$ cat src/rtl/input_char_ctrl_if.sv
// Handshake bundle between the keyboard source / CPU side and the INPR front end.
// The controller uses the slave modport; the source/CPU side uses master.
interface input_char_ctrl_if #(
    parameter int DEPTH  = 4,
    parameter int DATA_W = 8,
    parameter int BUS_W  = 16
);
    logic                     kb_valid;
    logic [DATA_W-1:0]        kb_data;
    logic                     kb_ready;
    logic                     inpr_load;
    logic [BUS_W-1:0]         inpr_data;
    logic                     fgi;
    logic                     fgi_clr;
    logic                     ien;
    logic                     irq_in;
    logic [$clog2(DEPTH):0]   fifo_cnt;

    modport master (
        output kb_valid, kb_data, fgi_clr, ien,
        input  kb_ready, inpr_load, inpr_data, fgi, irq_in, fifo_cnt
    );

    modport slave (
        input  kb_valid, kb_data, fgi_clr, ien,
        output kb_ready, inpr_load, inpr_data, fgi, irq_in, fifo_cnt
    );
endinterface

$ cat src/rtl/input_char_ctrl.sv
// Basic Computer input front end: buffers keyboard characters in a small FIFO and
// hands them one at a time to INPR, owning the FGI flag and the input interrupt.
module input_char_ctrl #(
    parameter int DEPTH  = 4,
    parameter int DATA_W = 8,
    parameter int BUS_W  = 16
) (
    input logic               clk,
    input logic               rst_n,
    input_char_ctrl_if.slave  bus
);
    localparam int PW = $clog2(DEPTH);
    localparam int CW = PW + 1;

    typedef enum logic [1:0] {IDLE, LOAD, WAIT} state_t;

    state_t              state;
    logic [DATA_W-1:0]   mem [DEPTH];
    logic [PW-1:0]       wr_ptr;
    logic [PW-1:0]       rd_ptr;
    logic [CW-1:0]       cnt;
    logic                push;
    logic                pop;
    logic                fgi_r;
    logic                load_r;
    logic [BUS_W-1:0]    data_r;

    // Full blocks a push even when the head is leaving this same cycle.
    assign bus.kb_ready  = (cnt != CW'(DEPTH));
    assign push          = bus.kb_valid && bus.kb_ready;
    assign pop           = (state == LOAD);
    assign bus.fifo_cnt  = cnt;
    assign bus.fgi       = fgi_r;
    assign bus.inpr_load = load_r;
    assign bus.inpr_data = data_r;
    assign bus.irq_in    = fgi_r && bus.ien;

    always_ff @(posedge clk) begin
        if (push)
            mem[wr_ptr] <= bus.kb_data;
    end

    always_ff @(posedge clk or negedge rst_n) begin
        if (!rst_n) begin
            wr_ptr <= '0;
            rd_ptr <= '0;
            cnt    <= '0;
        end else begin
            if (push)
                wr_ptr <= wr_ptr + PW'(1);
            if (pop)
                rd_ptr <= rd_ptr + PW'(1);
            cnt <= cnt + CW'(push) - CW'(pop);
        end
    end

    // The head is presented during LOAD and retired at the edge that ends it,
    // so INPR and the FIFO pointer move on the same edge.
    always_ff @(posedge clk or negedge rst_n) begin
        if (!rst_n) begin
            state  <= IDLE;
            fgi_r  <= 1'b0;
            load_r <= 1'b0;
            data_r <= '0;
        end else begin
            case (state)
                IDLE: begin
                    if (cnt != '0 && !fgi_r) begin
                        state  <= LOAD;
                        load_r <= 1'b1;
                        data_r <= BUS_W'(mem[rd_ptr]);
                    end
                end
                LOAD: begin
                    state  <= WAIT;
                    load_r <= 1'b0;
                    fgi_r  <= 1'b1;
                end
                WAIT: begin
                    if (bus.fgi_clr) begin
                        state <= IDLE;
                        fgi_r <= 1'b0;
                    end
                end
                default: begin
                    state  <= IDLE;
                    load_r <= 1'b0;
                end
            endcase
        end
    end
endmodule

$ cat src/flat_wrapper.sv
// flat-port wrapper written by rule: the top's interface ports become plain ports
module input_char_ctrl_flat 
#(
    parameter int DEPTH  = 4,
    parameter int DATA_W = 8,
    parameter int BUS_W  = 16
)
  (clk, rst_n, bus_kb_valid, bus_kb_data, bus_fgi_clr, bus_ien, bus_kb_ready, bus_inpr_load, bus_inpr_data, bus_fgi, bus_irq_in, bus_fifo_cnt);
  input_char_ctrl_if #(.DEPTH(DEPTH), .DATA_W(DATA_W), .BUS_W(BUS_W)) bus_i ();
  input logic clk;
  input logic rst_n;
  input wire logic [$bits(bus_i.kb_valid)-1:0] bus_kb_valid;
  input wire logic [$bits(bus_i.kb_data)-1:0] bus_kb_data;
  input wire logic [$bits(bus_i.fgi_clr)-1:0] bus_fgi_clr;
  input wire logic [$bits(bus_i.ien)-1:0] bus_ien;
  output wire logic [$bits(bus_i.kb_ready)-1:0] bus_kb_ready;
  output wire logic [$bits(bus_i.inpr_load)-1:0] bus_inpr_load;
  output wire logic [$bits(bus_i.inpr_data)-1:0] bus_inpr_data;
  output wire logic [$bits(bus_i.fgi)-1:0] bus_fgi;
  output wire logic [$bits(bus_i.irq_in)-1:0] bus_irq_in;
  output wire logic [$bits(bus_i.fifo_cnt)-1:0] bus_fifo_cnt;
  assign bus_i.kb_valid = bus_kb_valid;
  assign bus_i.kb_data = bus_kb_data;
  assign bus_i.fgi_clr = bus_fgi_clr;
  assign bus_i.ien = bus_ien;
  assign bus_kb_ready = bus_i.kb_ready;
  assign bus_inpr_load = bus_i.inpr_load;
  assign bus_inpr_data = bus_i.inpr_data;
  assign bus_fgi = bus_i.fgi;
  assign bus_irq_in = bus_i.irq_in;
  assign bus_fifo_cnt = bus_i.fifo_cnt;
  input_char_ctrl #(.DEPTH(DEPTH), .DATA_W(DATA_W), .BUS_W(BUS_W)) u_core (.clk(clk), .rst_n(rst_n), .bus(bus_i));
endmodule
$ cat config.mk
export PLATFORM = sky130hd
export DESIGN_NAME = input_char_ctrl_flat
export DESIGN_NICKNAME = d
export VERILOG_FILES = /design/src/rtl/input_char_ctrl_if.sv /design/src/rtl/input_char_ctrl.sv /design/src/flat_wrapper.sv
export SDC_FILE = /design/constraint.sdc
export NUM_CORES = 1
export LEC_CHECK = 0
export ABC_AREA = 1
export BUFFER_PORTS_ARGS = -buffer_cell sky130_fd_sc_hd__buf_2
export CAP_MARGIN = 25
export CORE_UTILIZATION = 60
export DETAILED_ROUTE_END_ITERATION = 8
export GPL_ROUTABILITY_DRIVEN = 0
export PLACE_DENSITY_LB_ADDON = 0.25
export SYNTH_ARGS = -nofsm -noshare
export SYNTH_HDL_FRONTEND = slang
export SYNTH_SLANG_ARGS = --single-unit
$ cat constraint.sdc
create_clock -name clk -period 5.4 [get_ports clk]
set_input_delay 1.08 -clock clk [delete_from_list [all_inputs] [get_ports clk]]
set_output_delay 1.08 -clock clk [all_outputs]
set_load 0.1 [all_outputs]
==> run_results.csv <==
group,metric,value,unit
cells_and_area,fillers,277,
cells_and_area,area_growth,9.06,%
run_status,status,"finished, final reports clean",
synthesis,syn_inst,230,
synthesis,ys_seq_area_share,61.9,%
drt,vias,1439,
floorplan,dieArea,0.00412,mm2
synthesis,netlist.top_cell.by_area,"edfxtp_1",
worst_setup_path,crit_chain,"buf_2 > nand2_1 > inv_1 > buf_2",
sta,fin_ws,2.67,ns
sta,setup_viol,0,
worst_setup_path,crit_fanout,1,
placement,placed_cells,300,
global_routing,antenna_found_initial,0,
placement,hpwl,2.44,mm
worst_setup_path,crit_top_cell,"buf_2",
sta,period_share,50.5,%
floorplan,die_w,64.2,um
clocking,clkLatencyLatePin,0.30,ns
synthesis,synth_warnings,0,
sta,slew_headroom,46.4,%
placement,portBuffers,27,
global_routing,grt_start_max_net_pins,20,
synthesis,ys_types,21,
synthesis,yosys.area.top_type_share,41.4,%
floorplan,core_region_area,0.00369,mm2
global_routing,grt_use_total,20.5,%
worst_setup_path,regToRegStartpoint,"u_core.state[0]",
sta,hold_slack,0.489,ns
synthesis,synth_seq_cells,51,
global_routing,grt_first_pass_wirelength,6.18,mm
synthesis,synth_common_cells,"71 x nand2_1, 47 x inv_1, 32 x edfxtp_1, 19 x dfrtp_1, 18 x nand3_1",
min_path,hold_path_class,"reg2reg",
cells_and_area,antennaDiodeCount,0,
worst_setup_path,critPathLaunch,"bus_ien",
worst_setup_path,crit_path_top_delay_cell,"buf_2",
worst_setup_path,critPathBufInv,3,
clocking,max-clock-path-buffers,2,
drt,wl_per_cell,11.6,um
worst_setup_path,end_kind,"primary output",
min_path,hold_path_startpoint,"u_core.bus.inpr_data[0]",
sta,rsz0062_at_grt,"false",
job,max-cap-violations,0,
cells_and_area,nets,279,
worst_setup_path,start_kind,"input pin",
synthesis,synth_area_per_cell,10.1,um2
worst_setup_path,worst-r2r-cell-count,7,
sta,skew,0.0105,ns
drt,drc_errors,0,
clocking,clock-sinks,51,
sta,max_freq,367,MHz
floorplan,row_count,22,
synthesis,async_flop_share,37.3,%
cells_and_area,drive_above_1_share,17.7,%
clocking,cts.clk_slew.worst_paths,0.09,ns
global_routing,grt_pass1_vias,1415,
worst_setup_path,required,4.32,ns
floorplan,io-pin-count,36,
worst_setup_path,max_stage_delay,0.41,ns
sta,setup-tns-final,0,ns
worst_setup_path,critPathKind,"in2out",
placement,dpl_worst_slack,2.67,ns
worst_setup_path,path_depth,4,
clocking,cts_root_buffer,"clkbuf_8",
global_routing,gr-total-overflow,0,
sta,slew_viol_final,0,
drt,vias_per_cell,4.67,
sta,finalHoldViolCount,0,
floorplan,start_util,62.9,%
clocking,postCtsHoldBufs,0,
min_path,whs_path_depth,2,
clocking,cts_tree,"done",
sta,worstMarginPinSlew,0.802,ns
clocking,postCtsSetupRepairBufs,0,
worst_setup_path,path_delay_family,"buffers and inverters",
synthesis,synthFlopType,"edfxtp_1",
synthesis,synthTopCellsByArea,"edfxtp_1 41%, dfrtp_1 20%, nand2_1 11%",
synthesis,yosysMostFrequentCell,"nand2_1",
drt,drt_iter0_markers,45,
drt,ant_nets,0,
floorplan,die_h,64.2,um
cells_and_area,instances_no_fill,308,
clocking,numCtsBuffers,5,
synthesis,synth_edf_count,32,
synthesis,syn_area,0.00232,mm2
sta,fin_crit,2.73,ns
drt,drt_pass1_iterations,4,
clocking,cts_resized,0,
drt,wl,3.58,mm
worst_setup_path,crit_arrival,1.65,ns
clocking,h-tree-depth,2,
==> cell type report <==
class,count,area [um2],share of cell area (%)
clock buffer,5,68.8,2.72
inverter,50,190,7.51
clock inverter,3,15.0,0.593
sequential,51,1440,56.7
tap,48,60.1,2.37
multi-input combinational,124,626,24.7
timing repair buffer,27,135,5.34
==> routing by layer <==
layer	track usage, %	up-vias	wire length (um)
met1	24.4	661	1620
met3	5.36	7	143
met2	33.9	36	1710
met5	0	-	0
met4	11.1	0	106
li1	-	735	-
==> metrics by stage <==
step	area, um2	utilization [%]
after floorplan	2350	-
after global placement	2450	66.4
after detailed placement	2450	66.4
after CTS	2530	68.6
after global routing	2530	68.6
final	2530	68.6
==> flip-flops by register name (all words and copies together) (netlist names) <==
register	cells
u_core.rd_ptr	2
u_core.state	2
u_core.bus.inpr_load	1
u_core.bus.fifo_cnt	3
u_core.mem	32
u_core.bus.fgi	1
u_core.bus.inpr_data	8
u_core.wr_ptr	2
==> path summary, 6_finish.rpt <==
check / end / slack, ns
max: bus_irq_in / 2.67
min: u_core.bus.inpr_data[0] / 0.49
max reg2reg: u_core.bus.fifo_cnt[2] / 3.59
min reg2reg: u_core.bus.inpr_data[0] / 0.49
max in group asynchronous: u_core.wr_ptr[1] / 4.43
min in group asynchronous: u_core.bus.inpr_data[0] / 0.69
==> kinds of logic after synthesis <==
group                      Yosys count  share of synthesized area, %
AOI/OAI and AO/OA                    2                         0.539
xor gates and xnor gates             5                          1.89
adders and majority gates            7                          4.10
buffers and inverters               62                          12.3
DFF                                 51                          61.9
other                                1                         0.162
and+or+nand+nor                    102                          19.1
==> layout by cell type (no fill, tap or decap), types with 4 or more instances in the layout <==
master    count
nand2_1      71
inv_1        47
edfxtp_1     32
buf_2        27
dfrtp_1      19
nand3_1      18
conb_1        8
ha_1          6
nor2_1        5
clkbuf_8      5
nand2_2       4
xor2_1        4
==> tightest hold or removal path, cell delays in order (launching register included) <==
cell and delay [ns]:
dfrtp_1 0.35, nand2_1 0.06, nand2_1 0.05
Power is left out: the tool's default activity adds up to more than one toggle a clock period on the data nets, which glitch-free logic cannot reach.
